## config.mk

```make
export PLATFORM = sky130hd
export DESIGN_NAME = instruction_fetch
export DESIGN_NICKNAME = d
export VERILOG_FILES = /design/src/rtl/instruction_fetch_pkg.sv /design/src/rtl/fetch_fifo.sv /design/src/rtl/instruction_fetch.sv
export SDC_FILE = /design/constraint.sdc
export NUM_CORES = 1
export LEC_CHECK = 0
export ABC_CLOCK_PERIOD_IN_PS = 15700
export CORE_MARGIN = 1.5
export CORE_UTILIZATION = 57
export CTS_CLUSTER_SIZE = 28
export DETAILED_ROUTE_END_ITERATION = 10
export PLACE_DENSITY = 0.89
export SETUP_SLACK_MARGIN = 0.1
export SYNTH_ARGS = -nofsm -noshare
export SYNTH_HDL_FRONTEND = slang
export SYNTH_SLANG_ARGS = --single-unit
```

## constraint.sdc

```tcl
create_clock -name clk -period 15.7 [get_ports clk]
set_input_delay 2.355 -clock clk [delete_from_list [all_inputs] [get_ports clk]]
set_output_delay 2.355 -clock clk [all_outputs]
set_load 0.02 [all_outputs]
```

## src/rtl/instruction_fetch_pkg.sv

```systemverilog
// Shared definitions for the instruction fetch unit: FSM state encoding,
// default reset PC, instruction size and buffer entry layout.
package instruction_fetch_pkg;

    // Fetch sequencer states.
    typedef enum logic [1:0] {
        FETCH = 2'd0,
        WAIT  = 2'd1,
        DRAIN = 2'd2,
        HALT  = 2'd3
    } fetch_state_e;

    localparam logic [63:0] RESET_PC_DEFAULT = 64'h0000_0000_0000_2000;
    localparam logic [63:0] INST_BYTES       = 64'd4;

    localparam int PC_W    = 64;
    localparam int INST_W  = 32;
    // Buffer entry: {instruction word, fetch address}.
    localparam int ENTRY_W = INST_W + PC_W;

    // Redirect targets are word aligned; the low two bits are dropped.
    function automatic logic [63:0] align_pc(input logic [63:0] pc);
        return pc & ~64'h3;
    endfunction

endpackage

```

## src/rtl/fetch_fifo.sv

```systemverilog
// Synchronous instruction buffer. Push is accepted when not full, or when
// full with a same-cycle pop. Flush empties the buffer and overrides any
// push or pop in the same cycle. The head output reads zero while empty.
module fetch_fifo #(
    parameter int DEPTH = 2,
    parameter int WIDTH = 96
) (
    input  logic                     clk_i,
    input  logic                     rst_ni,
    input  logic                     push_i,
    input  logic [WIDTH-1:0]         push_data_i,
    input  logic                     pop_i,
    input  logic                     flush_i,
    output logic                     empty_o,
    output logic [$clog2(DEPTH):0]   count_o,
    output logic [WIDTH-1:0]         head_o
);

    localparam int AW = $clog2(DEPTH);
    localparam int CW = AW + 1;
    localparam logic [AW-1:0] PTR_ONE   = AW'(1);
    localparam logic [CW-1:0] CNT_ONE   = CW'(1);
    localparam logic [CW-1:0] DEPTH_CNT = CW'(DEPTH);

    logic [AW-1:0]    wr_ptr_q, wr_ptr_d;
    logic [AW-1:0]    rd_ptr_q, rd_ptr_d;
    logic [CW-1:0]    count_q, count_d;
    logic [WIDTH-1:0] mem_q [DEPTH];

    logic full;
    logic empty;
    logic do_push;
    logic do_pop;

    assign full    = (count_q == DEPTH_CNT);
    assign empty   = (count_q == '0);
    assign do_pop  = pop_i && !empty;
    assign do_push = push_i && (!full || do_pop);

    // Next pointer and occupancy; flush wins over push and pop.
    always_comb begin
        wr_ptr_d = wr_ptr_q;
        rd_ptr_d = rd_ptr_q;
        count_d  = count_q;
        if (flush_i) begin
            wr_ptr_d = '0;
            rd_ptr_d = '0;
            count_d  = '0;
        end else begin
            if (do_push) begin
                wr_ptr_d = wr_ptr_q + PTR_ONE;
            end
            if (do_pop) begin
                rd_ptr_d = rd_ptr_q + PTR_ONE;
            end
            case ({do_push, do_pop})
                2'b10:   count_d = count_q + CNT_ONE;
                2'b01:   count_d = count_q - CNT_ONE;
                default: count_d = count_q;
            endcase
        end
    end

    // Pointer and occupancy registers.
    always_ff @(posedge clk_i or negedge rst_ni) begin
        if (!rst_ni) begin
            wr_ptr_q <= '0;
            rd_ptr_q <= '0;
            count_q  <= '0;
        end else begin
            wr_ptr_q <= wr_ptr_d;
            rd_ptr_q <= rd_ptr_d;
            count_q  <= count_d;
        end
    end

    // Entry storage; contents are only observable through the gated head.
    always_ff @(posedge clk_i) begin
        if (do_push && !flush_i) begin
            mem_q[wr_ptr_q] <= push_data_i;
        end
    end

    assign empty_o = empty;
    assign count_o = count_q;
    assign head_o  = empty ? '0 : mem_q[rd_ptr_q];

endmodule

```

## src/rtl/instruction_fetch.sv

```systemverilog
// Instruction fetch unit: issues one word read at a time to instruction
// memory, buffers returned words with their addresses in fetch_fifo and
// presents the buffer head to the decoder.
//
// Handshakes: a memory request is a single-cycle mem_req pulse with
// mem_addr; exactly one mem_rvalid answers it, at least one cycle later.
// The decoder side is valid/ready: a word transfers on a cycle where both
// inst_valid and inst_ready are high; inst_valid, instructionLine and
// inst_pc hold steady until that transfer or a flush.
module instruction_fetch
    import instruction_fetch_pkg::*;
#(
    parameter logic [63:0] RESET_PC   = RESET_PC_DEFAULT,
    parameter int          FIFO_DEPTH = 2
) (
    input  logic         clk,
    input  logic         reset_n,
    output logic         mem_req,
    output logic [63:0]  mem_addr,
    input  logic         mem_rvalid,
    input  logic [31:0]  mem_rdata,
    input  logic         redirect_valid,
    input  logic [63:0]  redirect_pc,
    input  logic         halt,
    output logic         inst_valid,
    input  logic         inst_ready,
    output logic [31:0]  instructionLine,
    output logic [63:0]  inst_pc,
    output logic         halted,
    output fetch_state_e dbg_state
);

    localparam int CNT_W = $clog2(FIFO_DEPTH) + 1;
    localparam logic [CNT_W-1:0] DEPTH_CNT = CNT_W'(FIFO_DEPTH);

    fetch_state_e state_q, state_d;
    logic [63:0]  pc_q, pc_d;
    logic [63:0]  req_addr_q, req_addr_d;

    logic               req_c;
    logic               fifo_push;
    logic               fifo_pop;
    logic               fifo_flush;
    logic               fifo_empty;
    logic [CNT_W-1:0]   fifo_count;
    logic [ENTRY_W-1:0] fifo_head;
    logic [ENTRY_W-1:0] fifo_wdata;

    // Returned word is stored alongside the address it was fetched from.
    assign fifo_wdata = {mem_rdata, req_addr_q};

    // Next state, PC and buffer control; halt overrides everything else.
    always_comb begin
        state_d    = state_q;
        pc_d       = pc_q;
        req_addr_d = req_addr_q;
        req_c      = 1'b0;
        fifo_push  = 1'b0;
        fifo_flush = 1'b0;

        case (state_q)
            FETCH: begin
                if (redirect_valid) begin
                    fifo_flush = 1'b1;
                    pc_d       = align_pc(redirect_pc);
                end else if (fifo_count < DEPTH_CNT) begin
                    req_c      = 1'b1;
                    req_addr_d = pc_q;
                    pc_d       = pc_q + INST_BYTES;
                    state_d    = WAIT;
                end
            end
            WAIT: begin
                if (redirect_valid) begin
                    // Old-path data is never buffered; if it has not arrived
                    // yet it must still be absorbed in DRAIN.
                    fifo_flush = 1'b1;
                    pc_d       = align_pc(redirect_pc);
                    state_d    = mem_rvalid ? FETCH : DRAIN;
                end else if (mem_rvalid) begin
                    fifo_push = 1'b1;
                    state_d   = FETCH;
                end
            end
            DRAIN: begin
                if (redirect_valid) begin
                    pc_d = align_pc(redirect_pc);
                end
                if (mem_rvalid) begin
                    state_d = FETCH;
                end
            end
            HALT: begin
                state_d = HALT;
            end
            default: begin
                state_d = FETCH;
            end
        endcase

        if (halt) begin
            state_d    = HALT;
            pc_d       = pc_q;
            req_c      = 1'b0;
            fifo_push  = 1'b0;
            fifo_flush = 1'b1;
        end
    end

    // Sequencer state, PC and outstanding request address.
    always_ff @(posedge clk or negedge reset_n) begin
        if (!reset_n) begin
            state_q    <= FETCH;
            pc_q       <= RESET_PC;
            req_addr_q <= '0;
        end else begin
            state_q    <= state_d;
            pc_q       <= pc_d;
            req_addr_q <= req_addr_d;
        end
    end

    // A request is never presented while reset is held.
    assign mem_req  = reset_n && req_c;
    assign mem_addr = mem_req ? pc_q : '0;

    assign fifo_pop = inst_valid && inst_ready;

    fetch_fifo #(
        .DEPTH (FIFO_DEPTH),
        .WIDTH (ENTRY_W)
    ) u_fetch_fifo (
        .clk_i       (clk),
        .rst_ni      (reset_n),
        .push_i      (fifo_push),
        .push_data_i (fifo_wdata),
        .pop_i       (fifo_pop),
        .flush_i     (fifo_flush),
        .empty_o     (fifo_empty),
        .count_o     (fifo_count),
        .head_o      (fifo_head)
    );

    assign inst_valid      = !fifo_empty;
    assign instructionLine = fifo_head[ENTRY_W-1:PC_W];
    assign inst_pc         = fifo_head[PC_W-1:0];
    assign halted          = (state_q == HALT);
    assign dbg_state       = state_q;

endmodule

```

Word-level counts from Yosys, hierarchy flattened
Memory sizes are Yosys's and may differ from the RTL's.
Cells that the tools add are included.
{"block": "totals", "reg_bits": 134, "mem_bits_rw": 192, "in_bits": 102, "output_inout_bits": 165, "elab_cells": 77, "mem_count": 1}
{"name": "u_fetch_fifo.mem_q", "words": 2, "word_bits": 96, "rd": 1, "rd_clocked_by_memory_dff": 0, "write_ports": 1, "line": "fetch_fifo.sv:28", "source": "logic [WIDTH-1:0] mem_q [DEPTH];"}
{"block": "op_classes", "add_sub_neg": 5, "order_cmp": 1, "eq_ne": 10, "muxes": 32, "bitwise_logic": 2, "n_reduce_logical": 20}
{"cell": "64-bit two-way mux", "count": 4}
{"cell": "64-bit one-hot mux with 2 select lines", "count": 1}
{"cell": "96-bit two-way mux", "count": 1}
{"cell": "64-bit by 3-bit adder with 64-bit output, second input constant", "count": 1}
{"cell": "1-bit two-way mux", "count": 17}
{"cell": "2-bit two-way mux", "count": 7}
{"cell": "3-bit != test, second input constant", "count": 3}
{"cell": "2-bit == test, second input constant", "count": 4}
{"cell": "2-bit one-hot mux with 4 select lines", "count": 1}
{"cell": "2-bit nonzero test", "count": 3}
{"cell": "1-bit logical AND", "count": 5}
{"cell": "2-bit by 1-bit == test with 1-bit output, second input constant", "count": 2}
{"cell": "2-bit logical NOT", "count": 2}
{"cell": "2-bit one-hot mux with 2 select lines", "count": 1}
{"cell": "4-bit AND reduction", "count": 1}
{"cell": "2-bit OR reduction", "count": 2}
{"cell": "1-bit logical NOT", "count": 3}
{"cell": "3-bit AND reduction", "count": 1}
{"cell": "3-bit nonzero test", "count": 1}
{"cell": "1-bit adder, second input constant", "count": 2}
{"cell": "2-bit by 1-bit adder with 2-bit output, second input constant", "count": 1}
{"cell": "2-bit < comparator, second input constant", "count": 1}
{"cell": "2-bit by 1-bit != test with 1-bit output, second input constant", "count": 1}
{"cell": "1-bit NOT", "count": 2}
{"cell": "3 further kinds", "count": 3}

Logic depth before layout (Yosys ltp)
Gate-level depths: netlist (run 1).
{"block": "depth", "ltp_word": 9, "depth_mapped": 10, "mapped_depth_nobuf": 7}

By module
Synthesis (run 1) repeated with hierarchy kept, for this count alone.
{"block": "unflattened", "cells_unflattened": 1202, "hier_area_um2": 14779.2}
{"module": "fetch_fifo", "instances": 1, "cells_each": 430, "area_each_um2": 7489.7, "seq_area_each_um2": 5865.6}
{"module": "instruction_fetch", "instances": 1, "cells_each": 772, "area_each_um2": 7289.5, "seq_area_each_um2": 3154.3}

Worst setup path after synthesis (run 1)
OpenSTA, ideal clock, no wires.
{"block": "synth_path", "kind": "in2reg", "startpoint": "in redirect_valid", "endpoint": "reg u_fetch_fifo.wr_ptr_q", "setup_ps": 115, "arrival_ps": 9961, "required_time_ps": 15585, "setup_slack_ps": 5624, "path_stages": 5, "path_buffers": 2, "cell_sequence": "clkbuf_1 nand4bb_1 clkbuf_1 nor3_1 o21bai_1"}
{"block": "synth_between", "elab_chain_cells": 5, "elab_cells_between_ends": 9, "cone_classes": "mux (7); reduce/logical (2)"}
{"item": "start, declared", "line": "instruction_fetch.sv:22", "source": "input logic redirect_valid,"}
{"item": "1-bit two-way mux", "line": "instruction_fetch.sv:74", "source": "if (redirect_valid) begin"}
{"item": "1-bit two-way mux", "line": "instruction_fetch.sv:61", "source": "case (state_q)"}
{"item": "1-bit two-way mux", "line": "instruction_fetch.sv:101", "source": "if (halt) begin"}
{"item": "1-bit logical AND", "line": "fetch_fifo.sv:38", "source": "assign do_push = push_i && (!full || do_pop);"}
{"item": "2-bit nonzero test (no line)"}
{"item": "end signal, assigned", "line": "fetch_fifo.sv:71", "source": "wr_ptr_q <= wr_ptr_d;"}
{"item": "end, declared", "line": "fetch_fifo.sv:25", "source": "logic [AW-1:0] wr_ptr_q, wr_ptr_d;"}
Several ways; a longest one is shown, not always the timed one.
A chain may end at the register's enable or synchronous reset.

Worst setup path in the final report (run 1)
{"block": "layout_path", "startpoint": "in redirect_valid", "endpoint": "out mem_addr[56]"}
{"block": "layout_between", "elab_chain_cells": 5}
{"item": "1-bit two-way mux", "line": "instruction_fetch.sv:63", "source": "if (redirect_valid) begin"}
{"item": "1-bit two-way mux", "line": "instruction_fetch.sv:61"}
{"item": "1-bit two-way mux", "line": "instruction_fetch.sv:101"}
{"item": "1-bit logical AND", "line": "instruction_fetch.sv:124", "source": "assign mem_req = reset_n && req_c;"}
{"item": "64-bit two-way mux", "line": "instruction_fetch.sv:125", "source": "assign mem_addr = mem_req ? pc_q : '0;"}
{"item": "end, declared", "line": "instruction_fetch.sv:19", "source": "output logic [63:0] mem_addr,"}
Every way passes these cells.

==> summary.txt, run 1 <==
Cells and area
  – Most common cell after layout, fill and taps aside: clkdlybuf4s50_1
  – Multi-input gate area: about 5300 um^2
  – Finished Core Util: around three quarters
  – Most frequent cells in the layout: 259 x clkdlybuf4s50_1, 188 x edfxtp_1, 135 x nor2_1, 128 x dfrtp_1, 96 x mux2i_1
  – Layout cells sized above 1: 10.3%
  – Area grow syn2layout: 26.5%
  – FILL cells: between 1.5k and 2k
  – Final #Nets: 1525
  – FF/Latch Area: 8900 um^2

Worst setup path
  – Critical Path RT: between 10 and 15 ns
  – Cell mode on critical path: clkdlybuf4s50_1
  – Critical-path cell list: clkdlybuf4s50_1 -> buf_4 -> nor2_1 -> and2_2 -> and3b_2 -> and2_1 -> clkdlybuf4s50_1
  – Reg2reg setup slack: approximately 12 ns
  – Critical Path Stages: 7
  – Reg2Reg Depth: 8
  – Crit path launch type: primary input
  – Worst Path Arrival: 5.12 ns
  – R2R Path Start: dbg_state[0]
  – Slowest CP cell: and3b_2
  – Setup crit end kind: primary output
  – Crit path buf inv count: 3
  – Worst-path fanout max: between 60 and 70
  – Delay-heaviest family, CP: simple AND/OR/NAND/NOR gates
  – Crit-path max cell delay: about 0.83 ns
  – Crit path from: redirect_valid
  – Crit Path Class: in2out
  – FF-to-FF End: pc_q[59]

Global route
  – Largest net degree at the start of global routing: 96
  – Vias in the first global route: between 10k and 15k
  – Initial antenna violation count: 3
  – Global-route wire length before repair: between 60 and 70 mm
  – All-Layer GR Usage: approximately 30%
  – Total grt overflow: 0

Clocking
  – Post-CTS Repair Setup Buffers: 0
  – Clock latency on the worst-skew pair: approximately 0.5 ns
  – CTS root buffer: clkbuf_16
  – Clock sinks: roughly 320
  – Clock slew seen by the registers of the worst setup and hold paths: 0.06 ns
  – Num CTS Buffers: 34
  – Post-cts resize count: 0
  – Clock Path Buffers: 3
  – Hold Buf Count CTS: 0
  – H-tree depth: 2
  – CTS tree: done

Timing
  – Tcrit/Tclk final: ~48%
  – RSZ-0062 raised after global routing: no
  – Max-slew headroom: between 20% and 30%
  – Min Tclk post-route: between 7 and 8 ns
  – Endpoints failing setup: 0
  – Post-layout worst setup margin: between 8 and 9 ns
  – Fmax: 0.134 GHz
  – Slew @ Worst Pin: roughly 1.1 ns
  – Fin. Hold Viols: 0
  – Post-route clock skew: approximately 0.013 ns
  – Fin. max-slew vios: 0
  – Fin Setup TNS: 0 ns
  – Hold Slack: 0.464 ns

Routing
  – Antenna Nets Post-Route: 0
  – # DRC: 0
  – WL/cell: 22.3 um
  – DR vias/cell: between 6 and 7
  – Number of vias in the routed layout: 11.2k
  – DRT iter0 DRCs: between 1k and 1.5k
  – WL final: 39.5 mm
  – Drt first pass iters: 5

Placed design
  – Dpl ws: 8.23 ns
  – Port Buffers: between 200 and 300
  – Routability congestion estimate: ~0.91
  – Final HPWL DP: about 25 mm

Min path
  – Hold Crit Start: req_addr_q[15]
  – Hold path depth: 0
  – Worst hold-check path type: reg2reg
  – WHS Endpoint: u_fetch_fifo.mem_q[0][15]

Power and ir drop
  – Net Sw Power: ~720 uW
  – Seq pwr share: roughly half
  – Clock power frac: between 30% and 40%
  – Power, Total: around 2.4 mW
  – Maximum vdd drop: just under 0.1 mV
  – Power Dens Cells: 131 nW/um^2
  – Int Pwr: 1.69 mW
  – Lkg Pwr: roughly 6.5 nW
  – Switching Fraction: between 30% and 40%
  – Logic pwr share: ~16%

Synthesis
  – Avg Cell Area, Syn: between 10 and 15 um^2
  – Area of the mapped netlist: 14600 um^2
  – Yosys Warn Count: 0
  – Distinct cell type count after synthesis: around 70
  – EDFF count, synth: approximately 190
  – Seq/Total Area, Yosys: around 60%
  – Post-Synthesis Cells: 1200
  – Synth Register Bits: between 300 and 400
  – Post-synth top flop: edfxtp_1
  – Asr flop ratio synth: 40.9%

Floorplanning
  – Die Area: 26500 um^2
  – Die span in x: 163 um
  – Num ports: 267
  – Starting Density: about three fifths
  – Cell Rows: 58
  – Die Y: 163 um
  – Core ar.: ~25000 um^2

Run
  – Max-cap viol count: 0

Status
  – Status: finished, final reports clean
## routing by layer
| metal | GRT usage, % | part of all wire (%) | vias to the layer above |
|---|---|---|---|
| li1 | - | - | 4928 |
| met1 | 38.4 | 38 | 5495 |
| met2 | 49.0 | 49 | 631 |
| met3 | 6.16 | 9.3 | 119 |
| met4 | 12.2 | 3.9 | 0 |
| met5 | 0 | 0 | - |
## how the worst max path moves through the flow
| stage | to | slack [ns] |
|---|---|---|
| 2_1_floorplan | u_fetch_fifo.wr_ptr_q | 5.62 |
| 3_3_place_gp | mem_addr[53] | 8.37 |
| 3_5_place_dp | mem_addr[56] | 8.23 |
| 4_1_cts | mem_addr[56] | 8.21 |
| 5_1_grt | mem_addr[56] | 8.05 |
| 6_report | mem_addr[56] | 8.22 |
## sequential cells by signal (all words and copies together) (netlist names)
signal                 count
dbg_state                  2
pc_q                      62
req_addr_q                62
u_fetch_fifo.count_o       2
u_fetch_fifo.mem_q       188
u_fetch_fifo.rd_ptr_q      1
u_fetch_fifo.wr_ptr_q      1
## cells in the mapped netlist (6+ instances only)
master     number  area share, %
a211oi_1        6           0.31
nand2_1        44            1.1
a21oi_1        41            1.4
a31oi_1         6           0.26
nand4_1        29            1.2
a22oi_1         6           0.31
inv_1          10           0.26
ha_1            6           0.51
buf_2          13           0.45
and2_1         68            2.9
nand3_1        51            1.8
dfrtp_1       129             22
or4_1           6           0.31
mux2i_1        96            6.6
nor4_1          7           0.30
buf_1          18           0.46
o211ai_1       10           0.51
o21ai_0        23           0.79
or3_1          12           0.51
nor3_1         36            1.2
clkbuf_1       57            1.5
edfxtp_1      188             39
mux2_2         62            4.8
nor2_1        137            3.5
and3_1         12           0.51
a32oi_1        15           0.90
a2bb2oi_1       6           0.36
o22ai_1        18           0.77
## final cells by class
cell class / instances / share of cell area [%]
antenna: 2 / 0.0271
clock buffer: 53 / 5.34
tap: 330 / 2.24
inverter: 10 / 0.204
multi-input combinational: 780 / 28.7
timing repair buffer: 273 / 14.7
clock inverter: 8 / 0.523
sequential: 318 / 48.3
## worst register-to-register path, delay by kind of cell (launching register included)
| kind | cells | cell delay, ns |
|---|---|---|
| adders and majority gates | 1 | 0.40 |
| buffers and inverters | 2 | 0.54 |
| AOI/OAI and AO/OA | 4 | 1.20 |
| and+or+nand+nor | 1 | 0.61 |
| DFF | 1 | 0.46 |
## power by group through the flow
stage / sequential [mW] / combinational (mW) / clock (mW)
floorplan: 1.15 / 0.306 / 0
global placement: 1.24 / 0.358 / 0
detailed placement: 1.25 / 0.379 / 0
CTS: 1.24 / 0.384 / 0.789
global route: 1.26 / 0.422 / 0.826
finish: 1.25 / 0.387 / 0.779
## per-stage QoR
step | cell area (um^2) | std cells
2_1_floorplan | 14600 | 1203
3_3_place_gp | 17400 | 1711
3_5_place_dp | 17400 | 1711
4_1_cts | 18400 | 1772
5_1_grt | 18400 | 1774
6_report | 18400 | 1774
## logic make-up (layout without fill, tap and decap cells)
kind of cell	count (synthesis)	after routing	share of synthesized area, %
compound gates	177	177	8.42
xor+xnor	2	2	0.120
fa+ha+maj	6	6	0.515
buf+inv	105	344	2.96
flops	318	318	61.1
mux	158	158	11.4
other cells	1	6	0.0257
simple gates	433	433	15.5
(Power assumes the default switching activity.)
==> run 2: changes to the inputs <==
--- a/config.mk
+++ b/config.mk
@@ -5,12 +5,12 @@
 export SDC_FILE = /design/constraint.sdc
 export NUM_CORES = 1
 export LEC_CHECK = 0
-export ABC_CLOCK_PERIOD_IN_PS = 15700
+export ABC_CLOCK_PERIOD_IN_PS = 7800
 export CORE_MARGIN = 1.5
-export CORE_UTILIZATION = 57
+export CORE_UTILIZATION = 53
 export CTS_CLUSTER_SIZE = 28
 export DETAILED_ROUTE_END_ITERATION = 10
-export PLACE_DENSITY = 0.89
+export PLACE_DENSITY = 0.84
 export SETUP_SLACK_MARGIN = 0.1
 export SYNTH_ARGS = -nofsm -noshare
 export SYNTH_HDL_FRONTEND = slang
==> constraint.sdc (replaced) <==
create_clock -name clk -period 7.8 [get_ports clk]
set_input_delay 1.17 -clock clk [delete_from_list [all_inputs] [get_ports clk]]
set_output_delay 1.17 -clock clk [all_outputs]
set_load 0.02 [all_outputs]
==> run 2 against run 1 <==
Compared with the run above: first-iteration DRC count fell by 28%; worst setup slack got worse by 5.6 ns; wire length fell by 2.3%; power rose by 110%; clock skew rose by 0.0041 ns; hold slack got worse by 0.00061 ns; die area rose by 7.4%; via count fell by 2.1%; sequential cell count did not move; critical path type unchanged; critical path depth did not move; highest routed layer is now met5.
==> summary.txt, run 2 (same netlist as run 1, synthesis figures left out) <==
Cells and area
  – Largest regs: u_fetch_fifo.mem_q: 188 flops, pc_q: 62 flops, req_addr_q: 62 flops
  – FILL cells: 1884 (+13%)
  – Layout cells sized above 1: 10.8% (+0.47 points)
  – Area grow syn2layout: 27.4%
  – Final #Nets: 1525 (unchanged)
  – Most frequent cells in the layout: 259 x clkdlybuf4s50_1, 188 x edfxtp_1, 135 x nor2_1, 128 x dfrtp_1, 96 x mux2i_1
  – Largest register FFs: 188 (unchanged)
  – Most common cell after layout, fill and taps aside: clkdlybuf4s50_1
  – Reg with most FFs: u_fetch_fifo.mem_q
  – Finished Cell Area: 18600 um^2 (+0.72%)

Timing
  – Fmax: roughly 0.19 GHz
  – Max-slew headroom: 29.5% (+5.9 points)
  – Endpoints failing setup: 0 (unchanged)
  – Fin. max-slew vios: 0 (unchanged)
  – Slew @ Worst Pin: 1.06 ns (-0.0882 ns)
  – Tcrit/Tclk final: about two thirds
  – Fin. Hold Viols: 0 (unchanged)
  – RSZ-0062 raised after global routing: no
  – Min Tclk post-route: 5.16 ns
  – Post-route clock skew: 0.0166 ns (+0.00406 ns)
  – Fin Setup TNS: 0 ns (unchanged)

Worst setup path
  – Crit-path max cell delay: 0.88 ns (+0.05 ns)
  – Crit path launch type: primary input
  – Critical Path RT: 6.63 ns (-6.72 ns)
  – Crit Path Class: in2out
  – Worst Path Arrival: 3.99 ns (-1.13 ns)
  – Setup crit end kind: primary output
  – Worst-path fanout max: 63 (unchanged)
  – Cell mode on critical path: clkdlybuf4s50_1
  – Slowest CP cell: and3b_2
  – Critical-path cell list: clkdlybuf4s50_1 -> buf_4 -> nor2_1 -> and2_2 -> and3b_2 -> and2_1 -> clkdlybuf4s50_1

Placed design
  – Area after DPL: 17400 um^2 (+0.11%)
  – Final HPWL DP: 24.8 mm (-1.8%)
  – Routability congestion estimate: 0.915 (+0.25%)
  – Port Buffers: 260 (unchanged)

Power and ir drop
  – Power Dens Cells: 267 nW/um^2 (+100%)
  – Power, Total: 4.95 mW (+110%)
  – Maximum vdd drop: 0.170 mV (+77%)
  – Lkg Pwr: 6.59 nW (+0.69%)

Routing
  – DR vias/cell: 6.12 (-2.9%)
  – Antenna Nets Post-Route: 0 (unchanged)
  – DRT iter0 DRCs: 931 (-28%)
  – Drt first pass iters: 5 (unchanged)
  – WL final: 38.6 mm (-2.3%)
  – # DRC: 0 (unchanged)
  – WL/cell: 21.6 um (-3.1%)
  – Number of vias in the routed layout: 10.9k (-2.1%)

Floorplanning
  – Die Area: 28500 um^2 (+7.4%)
  – Starting Density: 54.1% (-4.0 points)
  – Die Y: 169 um (+3.6%)
  – Die span in x: 169 um (+3.6%)
  – Num ports: 267 (unchanged)
  – Core ar.: 27000 um^2 (+7.3%)
  – Cell Rows: 60 (+3.4%)

Run
  – Max-cap viol count: 0 (unchanged)

Clocking
  – Clock sinks: 318 (unchanged)
  – Clock Path Buffers: 3 (unchanged)
  – Num CTS Buffers: 35 (+2.9%)
  – CTS root buffer: clkbuf_16
  – Clock latency on the worst-skew pair: 0.51 ns (about the same)
  – Post-CTS Repair Setup Buffers: 0 (unchanged)
  – Hold Buf Count CTS: 0 (unchanged)
  – Post-cts resize count: 0 (unchanged)
  – H-tree depth: 2 (unchanged)
  – CTS tree: done
  – Clock slew seen by the registers of the worst setup and hold paths: 0.06 ns (about the same)

Global route
  – Total grt overflow: 0 (unchanged)
  – All-Layer GR Usage: 26.8% (-2.9 points)
  – Largest net degree at the start of global routing: 95 (-1.0%)
  – Vias in the first global route: 10.7k (-0.23%)
  – Initial antenna violation count: 5 (+2)
  – Global-route wire length before repair: 59.6 mm (-1.6%)

Min path
  – Worst hold-check path type: reg2reg

Status
  – Status: finished, final reports clean
[run 2: changes by cell type in the layout (fill, tap and decap cells not counted), moves of 2 or more]
cell	before	now
clkbuf_1	15	10
clkinvlp_4	0	2
nor3_4	3	5
bufinv_16	2	5
nor3_2	2	0
[run 2: routing by layer]
metal | vias to the layer above | GRT usage [%] | wire length, um
met5 | - | 0 | 17
li1 | 4925 | - | -
met3 | 102 | 5.92 | 3620
met1 | 5322 | 35.2 | 15200
met4 | 2 | 9.59 | 1230
met2 | 583 | 44.2 | 18500
[run 2: cell type report]
| cell class | count | area [um^2] | share of cell area [%] |
|---|---|---|---|
| Multi-Input combinational cell | 780 | 5310 | 28.6 |
| Clock inverter | 16 | 226 | 1.22 |
| Clock buffer | 48 | 966 | 5.20 |
| Sequential cell | 318 | 8900 | 47.9 |
| Timing Repair Buffer | 272 | 2690 | 14.5 |
| Inverter | 10 | 37.5 | 0.202 |
| Tap cell | 341 | 427 | 2.30 |
| Antenna cell | 3 | 7.51 | 0.0404 |
[run 2: worst max-delay path: cells and delay by family]
family                 cells  cell delay [ns]
buffers and inverters      3             1.32
and+or+nand+nor            4             1.47
[run 2: final timing paths]
check | start | endpoint | slack (ns) | depth (start not counted)
max | redirect_valid | mem_addr[51] | 2.64 | 7
min | req_addr_q[53] | u_fetch_fifo.mem_q[0][53] | 0.46 | 0
max reg2reg | dbg_state[1] | u_fetch_fifo.mem_q[1][41] | 4.57 | 6
min reg2reg | req_addr_q[53] | u_fetch_fifo.mem_q[0][53] | 0.46 | 0
max in group asynchronous | reset_n | u_fetch_fifo.rd_ptr_q | 5.75 | 2
min in group asynchronous | reset_n | req_addr_q[46] | 0.69 | 1
[run 2: metrics by stage]
step | hold slack [ns] | utilization [%] | cells | setup WS (ns)
finish | 0.463 | 68.9 | 1788 | 2.64
global route | 0.476 | 68.9 | 1786 | 2.47
CTS | 0.466 | 68.9 | 1785 | 2.64
detailed placement | 0.454 | 64.5 | 1721 | 2.65
global placement | 0.442 | 64.5 | 1721 | 2.83
floorplan | 0.438 | - | 1203 | 1.89
[run 2: where the power goes]
group | leakage, nW | switching, mW | internal (mW)
sequential | 3.33 | 0.390 | 2.10
clock | 0.575 | 0.654 | 1.04
combinational | 2.69 | 0.408 | 0.364
